`src/rtl/gpioemu_mulacc.sv`:
```
// gpioemu_mulacc: bus-mapped sequential multiply-accumulate peripheral.
// A1*A2 is formed one multiplier bit per cycle, optionally added to W, then the
// popcount of W is captured in L. gpio_out shows a wrapping completed-op counter.
module gpioemu_mulacc #(
  parameter int unsigned ARG_W     = 24,
  parameter int unsigned RES_W     = 32,
  parameter logic [15:0] BASE_ADDR = 16'h0380,
  parameter int unsigned CNT_W     = 16
) (
  input  logic        clk,
  input  logic        n_reset,
  input  logic [15:0] saddress,
  input  logic        srd,
  input  logic        swr,
  input  logic [31:0] sdata_in,
  output logic [31:0] sdata_out,
  input  logic [31:0] gpio_in,
  input  logic        gpio_latch,
  output logic [31:0] gpio_in_s_insp,
  output logic [31:0] gpio_out
);

  // Product accumulator width, and a sum width wide enough for P + W with carry.
  localparam int unsigned PW = 2 * ARG_W + 1;
  localparam int unsigned EW = ((PW > RES_W) ? PW : RES_W) + 1;
  localparam int unsigned IW = $clog2(ARG_W);

  localparam logic [15:0] AddrA1   = BASE_ADDR;
  localparam logic [15:0] AddrA2   = BASE_ADDR + 16'h0008;
  localparam logic [15:0] AddrW    = BASE_ADDR + 16'h0010;
  localparam logic [15:0] AddrL    = BASE_ADDR + 16'h0018;
  localparam logic [15:0] AddrCtrl = BASE_ADDR + 16'h0020;

  typedef enum logic [1:0] {StIdle, StMult, StPop, StDone} state_e;

  state_e             state_q, state_d;
  logic               swr_q, srd_q;
  logic [ARG_W-1:0]   a1_q, a1_d, a2_q, a2_d;
  logic [PW-1:0]      mcand_q, mcand_d;
  logic [ARG_W-1:0]   mplier_q, mplier_d;
  logic [PW-1:0]      p_q, p_d;
  logic [IW-1:0]      bit_q, bit_d;
  logic [RES_W-1:0]   w_q, w_d;
  logic [5:0]         l_q, l_d;
  logic               ready_q, ready_d, valid_q, valid_d, ovf_q, ovf_d, acc_q, acc_d;
  logic [CNT_W-1:0]   op_cnt_q, op_cnt_d;
  logic [31:0]        sdata_out_q, sdata_out_d;
  logic [31:0]        insp_q, insp_d;

  logic               wr_det, rd_det, idle, start;
  logic [PW-1:0]      p_next;
  logic [EW-1:0]      sum;
  logic               sum_ovf;
  logic [5:0]         pop;
  logic [31:0]        rd_data;
  logic               unused_sdata;

  // Rising-edge detect on the level strobes: one access per assertion.
  assign wr_det = swr & ~swr_q;
  assign rd_det = srd & ~srd_q;
  assign idle   = (state_q == StIdle);
  assign start  = wr_det & idle & (saddress == AddrCtrl) & sdata_in[0];
  assign unused_sdata = ^sdata_in;

  // Datapath: one shift-add step, final accumulate/overflow, popcount of W.
  always_comb begin
    p_next  = p_q + (mplier_q[0] ? mcand_q : '0);
    sum     = EW'(p_next) + (acc_q ? EW'(w_q) : '0);
    sum_ovf = (sum >> RES_W) != '0;
    pop     = '0;
    for (int i = 0; i < int'(RES_W); i++) begin
      pop = pop + 6'(w_q[i]);
    end
  end

  // Host read mux; sampled into sdata_out only on a detected read.
  always_comb begin
    rd_data = '0;
    unique case (saddress)
      AddrA1:   rd_data = 32'(a1_q);
      AddrA2:   rd_data = 32'(a2_q);
      AddrW:    rd_data = 32'(w_q);
      AddrL:    rd_data = 32'(l_q);
      AddrCtrl: rd_data = {28'b0, acc_q, ovf_q, ready_q, valid_q};
      default:  rd_data = '0;
    endcase
  end

  // Next-state: register writes, FSM sequencing and status updates.
  always_comb begin
    state_d     = state_q;
    a1_d        = a1_q;
    a2_d        = a2_q;
    mcand_d     = mcand_q;
    mplier_d    = mplier_q;
    p_d         = p_q;
    bit_d       = bit_q;
    w_d         = w_q;
    l_d         = l_q;
    ready_d     = ready_q;
    valid_d     = valid_q;
    ovf_d       = ovf_q;
    acc_d       = acc_q;
    op_cnt_d    = op_cnt_q;
    sdata_out_d = rd_det ? rd_data : sdata_out_q;
    insp_d      = gpio_latch ? gpio_in : insp_q;

    // Operand writes are only accepted while idle.
    if (wr_det && idle) begin
      if (saddress == AddrA1) a1_d = sdata_in[ARG_W-1:0];
      if (saddress == AddrA2) a2_d = sdata_in[ARG_W-1:0];
    end

    unique case (state_q)
      StIdle: begin
        if (start) begin
          mcand_d  = PW'(a1_q);
          mplier_d = a2_q;
          p_d      = '0;
          bit_d    = '0;
          ready_d  = 1'b0;
          valid_d  = 1'b1;
          ovf_d    = 1'b0;
          acc_d    = sdata_in[1];
          state_d  = StMult;
        end
      end
      StMult: begin
        p_d      = p_next;
        mcand_d  = mcand_q << 1;
        mplier_d = mplier_q >> 1;
        bit_d    = bit_q + IW'(1);
        // Last partial product folds straight into W on the same edge.
        if (bit_q == IW'(ARG_W - 1)) begin
          w_d     = sum[RES_W-1:0];
          ovf_d   = sum_ovf;
          valid_d = ~sum_ovf;
          state_d = StPop;
        end
      end
      StPop: begin
        l_d     = pop;
        state_d = StDone;
      end
      StDone: begin
        ready_d  = 1'b1;
        op_cnt_d = op_cnt_q + CNT_W'(1);
        state_d  = StIdle;
      end
      default: state_d = StIdle;
    endcase
  end

  // State registers with asynchronous active-low reset.
  always_ff @(posedge clk or negedge n_reset) begin
    if (!n_reset) begin
      state_q     <= StIdle;
      swr_q       <= 1'b0;
      srd_q       <= 1'b0;
      a1_q        <= '0;
      a2_q        <= '0;
      mcand_q     <= '0;
      mplier_q    <= '0;
      p_q         <= '0;
      bit_q       <= '0;
      w_q         <= '0;
      l_q         <= '0;
      ready_q     <= 1'b1;
      valid_q     <= 1'b1;
      ovf_q       <= 1'b0;
      acc_q       <= 1'b0;
      op_cnt_q    <= '0;
      sdata_out_q <= '0;
      insp_q      <= '0;
    end else begin
      state_q     <= state_d;
      swr_q       <= swr;
      srd_q       <= srd;
      a1_q        <= a1_d;
      a2_q        <= a2_d;
      mcand_q     <= mcand_d;
      mplier_q    <= mplier_d;
      p_q         <= p_d;
      bit_q       <= bit_d;
      w_q         <= w_d;
      l_q         <= l_d;
      ready_q     <= ready_d;
      valid_q     <= valid_d;
      ovf_q       <= ovf_d;
      acc_q       <= acc_d;
      op_cnt_q    <= op_cnt_d;
      sdata_out_q <= sdata_out_d;
      insp_q      <= insp_d;
    end
  end

  assign sdata_out      = sdata_out_q;
  assign gpio_in_s_insp = insp_q;
  assign gpio_out       = 32'(op_cnt_q);

endmodule

```
`config.mk`:
```
export PLATFORM = sky130hd
export DESIGN_NAME = gpioemu_mulacc
export DESIGN_NICKNAME = d
export VERILOG_FILES = /design/src/rtl/gpioemu_mulacc.sv
export SDC_FILE = /design/constraint.sdc
export NUM_CORES = 1
export LEC_CHECK = 0
export CAP_MARGIN = 30
export CORE_UTILIZATION = 55
export DETAILED_ROUTE_END_ITERATION = 10
export PLACE_DENSITY_LB_ADDON = 0.1
export SYNTH_ARGS = -nofsm -noshare
export SYNTH_HDL_FRONTEND = slang
export SYNTH_SLANG_ARGS = --single-unit
```
`constraint.sdc`:
```
create_clock -name clk -period 10.6 [get_ports clk]
set_clock_uncertainty 0.15 [all_clocks]
set_input_delay 2.65 -clock clk [delete_from_list [all_inputs] [get_ports clk]]
set_output_delay 2.65 -clock clk [all_outputs]
set_load 0.02 [all_outputs]
```
Word level (Yosys, flattened, before mapping)
Index checks and enable logic that the tools add are counted.
{ "word_totals": {"regBits": 301, "input_bits": 85, "out_inout_bits": 96, "elab_cells": 106} }
{ "classes": {"add_sub_neg": 35, "eq_ne": 11, "mux": 21, "bitwise_logic": 8, "n_reduce_logical": 13} }
{ "ops": {"columns": ["op", "n"], "rows": [
  ["49-bit one-hot mux with 2 select lines", 2],
  ["32-bit one-hot mux with 5 select lines", 1],
  ["6-bit by 1-bit adder with 6-bit output", 26],
  ["49-bit two-way mux", 3],
  ["16-bit by 10-bit == test with 1-bit output, second input constant", 5],
  ["49-bit by 32-bit adder with 50-bit output", 1],
  ["50-bit nonzero test", 1],
  ["49-bit adder", 1],
  ["24-bit one-hot mux with 2 select lines", 1],
  ["32-bit two-way mux", 1],
  ["24-bit two-way mux", 1],
  ["16-bit by 1-bit adder with 16-bit output, second input constant", 1],
  ["2-bit AND reduction", 7],
  ["5-bit one-hot mux with 2 select lines", 1],
  ["2-bit one-hot mux with 4 select lines", 1],
  ["5-bit by 1-bit adder with 6-bit output", 1],
  ["1-bit one-hot mux with 2 select lines", 3],
  ["4-bit by 1-bit adder with 5-bit output", 1],
  ["5-bit by 1-bit adder with 5-bit output, second input constant", 1],
  ["1-bit AND", 5],
  ["5-bit == test, second input constant", 1],
  ["5-bit two-way mux", 1],
  ["3-bit by 1-bit adder with 4-bit output", 1],
  ["2-bit == test, second input constant", 2],
  ["12 further kinds", 19]
]} }

Longest topological paths before layout
{ "depth": {"depth_word": 31, "depth_mapped": 28, "ltp_nobuf": 27} }

Worst setup path after synthesis
OpenSTA, ideal clock, no wires.
{ "synth_timing": {"kind": "register -> register", "start": "reg mplier_q[0]", "end": "reg ovf_q", "setup_time_ns": 0.124, "arrival_ns": 5.331, "required_ns": 10.326, "path_slack_ns": 4.996, "stages_incl_launch_ff": 24, "synth_period_minus_slack_ns": 5.604, "path_cell_list": "dfrtp_1 clkbuf_1 and2_1 ha_1 a2111oi_0 o21ai_0 o21ai_2 nand2_1 a31oi_1 o21ai_0 xor2_1 ha_1 nand4_1 a211o_1 a31oi_2 a22o_1 a31oi_1 or3_1 buf_6 o31a_1 or3_1 a221oi_2 a21oi_1 a211o_1"} }
{ "synth_via": {"elab_chain_cells": 6} }
{ "synth_rtl": {"columns": ["element", "line", "source"], "rows": [
  ["from (decl)", "40", "logic [ARG_W-1:0] mplier_q, mplier_d;"],
  ["from (signal assigned)", "182", "mplier_q <= mplier_d;"],
  ["49-bit two-way mux", "67", "p_next = p_q + (mplier_q[0] ? mcand_q : '0);"],
  ["49-bit adder", "67", null],
  ["49-bit by 32-bit adder with 50-bit output", "68", "sum = EW'(p_next) + (acc_q ? EW'(w_q) : '0);"],
  ["50-bit nonzero test", "69", "sum_ovf = (sum >> RES_W) != '0;"],
  ["1-bit two-way mux", "134", "if (bit_q == IW'(ARG_W - 1)) begin"],
  ["1-bit one-hot mux with 2 select lines", "114", "unique case (state_q)"],
  ["to (signal assigned)", "189", "ovf_q <= ovf_d;"],
  ["to (decl)", "45", "logic ready_q, ready_d, valid_q, valid_d, ovf_q, ovf_d, acc_q, acc_d;"]
]} }
No other way between the ends. The select of a mux whose other input is x is not followed.
A chain may end at the register's enable or synchronous reset.

Worst setup path in the final report
Same ends and word-level chain as after synthesis.

==> impl_metrics.yaml <==
grt:
  grt_pass1_vias: 14600
  grt_max_degree: 182
  antenna_found_initial: 1
  grt_pass1_wl_um: 79900
  overflow: 0
  track_usage_pct: 29.2
worst_setup_path:
  slowest_delay_ns: 0.92
  crit_chain: "nand2_1 -> inv_1 -> ha_1 -> a211oi_1 -> nor4_1 -> nor2_1 -> nand2_1 -> a31oi_1 -> o21ai_0 -> xor2_1 -> ha_1 -> a211oi_1 -> nand2_1 -> a2111oi_0 -> a21oi_1 -> a21o_1 -> a221oi_1 -> nor2_1 -> nand3_1 -> nor3_1 -> o32a_1 -> o2111a_1 -> a211oi_1 -> a211o_1"
  cp_data_arrival_time_ns: 7.72
  crit_family: "compound AO/OA/AOI/OAI gates"
  endpoint_kind: "flop"
  cp_num_buf_inv: 1
  slowest_stage: "dfrtp_2"
  r2r-start: "mplier_q[0]"
  r2r_slack_ns: 3.18
  worstReg2RegEnd: "ovf_q"
  crit_cells: 24
  crit_path_start: "mplier_q[0]"
  cp-start-kind: "flop"
  critPathMaxFanout: 50
  reg2reg_depth: 24
  cp.required_ns: 10.91
  endpoint: "ovf_q"
  path_class: "reg -> reg"
clock_tree:
  cts_sinks: 301
  clkTransAtPathRegs_ns: 0.06
  post-cts-setup-buffer-count: 0
  postCtsHoldBufs: 0
  cts_resized: 0
  numCtsBuffers: 35
  cts_max_level: 2
  cts_tree: "done"
  root_buffer: "clkbuf_16"
  clk-insertion-delay-late_ns: 0.54
  cts_buffer_depth: 3
sta:
  tns_ns: 0
  hold_viol: 0
  tightestPinTransition_ns: 1.01
  rsz0062_at_grt: "no"
  setup_viol: 0
  layout_worst_path_cycle_share_pct: 70.0
  slew_headroom_pct: 32.5
  period_minus_slack_ns: 7.42
  fmax_mhz: 135
  maxSlewViolCount: 0
floorplan:
  fp-row-count: 67
  die_area_sq_um: 34700
  die_y_um: 186
  fp.dieW_um: 186
  core-area_sq_um: 33400
  io_pins: 181
  initial_core_util_pct: 55.8
route:
  drtIter0Drc: 1205
  first_pass_iters: 7
  vias_per_cell: 5.99
  drc: 0
  num_vias: 14900
  routed_wirelength_um: 49700
  post_drt_wl_per_cell_um: 20.0
  antenna_left: 0
final_layout:
  area_delta_synth_final_pct: 16.1
  final_core_util_pct: 64.8
  drive_gt1_share_pct: 11.5
  final_nets: 2219
synth:
  ys_warn_count: 0
  synth_enable_flop_cells: 0
  syn_inst: 1908
  synth_seq_cells: 301
  syn_area_sq_um: 18700
  synth_top_area_share_pct: 40.1
  synth_top_area_cell: "dfrtp_1"
  ys_types: 91
  async_flop_share_pct: 100
  syn_area_per_cell_sq_um: 9.79
  synth_area_leaders: "dfrtp_1, ha_1, mux2_2, nand2_1, o21ai_0"
  synth_flop_cell: "dfrtp_1"
  yosysSeqAreaShare_pct: 40.3
pwr:
  power.total_uw: 4350
  pwr-share-comb_pct: 38.5
  ir_worst_vdd_uv: 131
  p_leak_uw: 0.00984
  power.internal_uw: 2690
  p_seq_share_pct: 33.4
  netSwitchingFraction_pct: 38.2
  p_sw_uw: 1660
  pwr-share-clk_pct: 28.0
  power_density_nw_per_um2: 201
run:
  drv_cap: 0
hold_path:
  hold_path.class: "reg -> reg"
placement:
  port_buffers: 156
  dp_hpwl_um: 36400
  routabilityCongestion: 0.915
outcome:
  outcome: "completed"
==> cells by family after synthesis <==
family / count (synthesis) / synth area share, %
simple gates: 530 / 13.8
mux: 140 / 8.12
flops: 301 / 40.3
buf+inv: 188 / 4.25
compound gates: 537 / 20.1
other cells: 1 / 0.0201
xor+xnor: 91 / 4.27
fa+ha+maj: 120 / 9.08
==> state kept, by name, summed over array words and instances (netlist names) <==
signal and flops:
valid_q 1, a1_q 24, mcand_q 49, state_q 2
ready_q 1, p_q 49, ovf_q 1, w_q 32
srd_q 1, acc_q 1, l_q 6, gpio_in_s_insp 32
sdata_out 32, op_cnt_q 16, mplier_q 24, swr_q 1
a2_q 24, bit_q 5
==> area by class of cell <==
cell class	count	area, sq um
diodes	1	2.50
clock buffers	47	992
clock inverters	17	165
fillers	2763	11800
inverters	71	267
multi-input cells	1434	10500
flip-flops and latches	301	7540
well taps	448	561
repair buffers	171	1700
==> synthesized netlist by cell type (7+ instances only) <==
master	count
a211oi_1	15
a21o_1	28
a21oi_1	105
a221oi_1	9
a222oi_1	18
a22o_1	73
and2_1	85
and3_1	7
buf_1	10
buf_2	16
buf_4	16
clkbuf_1	73
dfrtp_1	299
fa_1	26
ha_1	94
inv_1	70
mux2_2	92
mux2i_1	48
nand2_1	211
nand2b_1	10
nand3_1	17
nand4_1	30
nor2_1	91
nor3_1	19
nor4_1	13
o211ai_1	15
o21a_1	11
o21ai_0	142
o21ai_1	7
o21bai_1	17
o221a_2	24
o22ai_1	9
or3_1	13
xnor2_1	55
xor2_1	36
==> worst register-to-register path, cell delays in order, from the launching register on <==
cell and delay [ns]:
dfrtp_2 0.92, nand2_1 0.23, inv_1 0.11, ha_1 0.24, a211oi_1 0.39, nor4_1 0.12, nor2_1 0.36, nand2_1 0.22
a31oi_1 0.30, o21ai_0 0.18, xor2_1 0.20, ha_1 0.29, a211oi_1 0.24, nand2_1 0.10, a2111oi_0 0.37, a21oi_1 0.23
a21o_1 0.26, a221oi_1 0.86, nor2_1 0.20, nand3_1 0.29, nor3_1 0.08, o32a_1 0.39, o2111a_1 0.16, a211oi_1 0.31
a211o_1 0.16
==> layout by cell type (no fill, tap or decap), types with 16 or more instances in the layout <==
master | netlist | layout
a21oi_1 | 105 | 104
xnor2_1 | 55 | 55
xor2_1 | 36 | 36
nor3_1 | 19 | 17
clkdlybuf4s50_1 | 0 | 155
o21ai_0 | 142 | 142
inv_1 | 70 | 70
and2_1 | 85 | 85
nand2_1 | 211 | 209
mux2i_1 | 48 | 48
a21o_1 | 28 | 28
clkbuf_16 | 0 | 36
nand4_1 | 30 | 30
conb_1 | 1 | 16
a222oi_1 | 18 | 18
mux2_2 | 92 | 92
nand3_1 | 17 | 17
a22o_1 | 73 | 73
o221a_2 | 24 | 24
nor2_1 | 91 | 90
o21bai_1 | 17 | 17
ha_1 | 94 | 94
dfrtp_1 | 299 | 298
fa_1 | 26 | 26
==> through the flow <==
step | hold WS, ns | std cells | setup WS [ns] | area (sq um)
2_1_floorplan | 0.306 | 1923 | 5.00 | 18700
3_3_place_gp | 0.312 | 2424 | 3.35 | 20500
3_5_place_dp | 0.315 | 2424 | 3.27 | 20500
4_1_cts | 0.325 | 2488 | 3.22 | 21700
5_1_grt | 0.336 | 2490 | 2.48 | 21700
6_report | 0.324 | 2490 | 3.18 | 21700
==> power by group through the flow <==
stage | combinational, uW | clock [uW] | sequential (uW)
2_1_floorplan | 1250 | 0 | 1430
3_3_place_gp | 1610 | 0 | 1460
3_5_place_dp | 1650 | 0 | 1470
4_1_cts | 1660 | 1240 | 1450
5_1_grt | 1840 | 1290 | 1470
6_report | 1680 | 1220 | 1450
==> per-layer routing <==
metal,track usage [%],routed length [um],vias up
met5,0,0,-
met4,6.69,903,0
met3,3.33,2170,57
met2,48.7,23500,390
met1,40.9,23100,7360
li1,-,-,7116
==> worst min-delay path by stage <==
stage	startpoint	end	slack, ns	depth (start not counted)
after global routing	op_cnt_q[15]	op_cnt_q[15]	0.34	1
after floorplan	p_q[32]	p_q[32]	0.31	2
after CTS	op_cnt_q[15]	op_cnt_q[15]	0.33	1
after detailed placement	op_cnt_q[15]	op_cnt_q[15]	0.32	1
final	op_cnt_q[15]	op_cnt_q[15]	0.32	1
after global placement	op_cnt_q[15]	op_cnt_q[15]	0.31	1
Power figures use the tool's default switching activity.
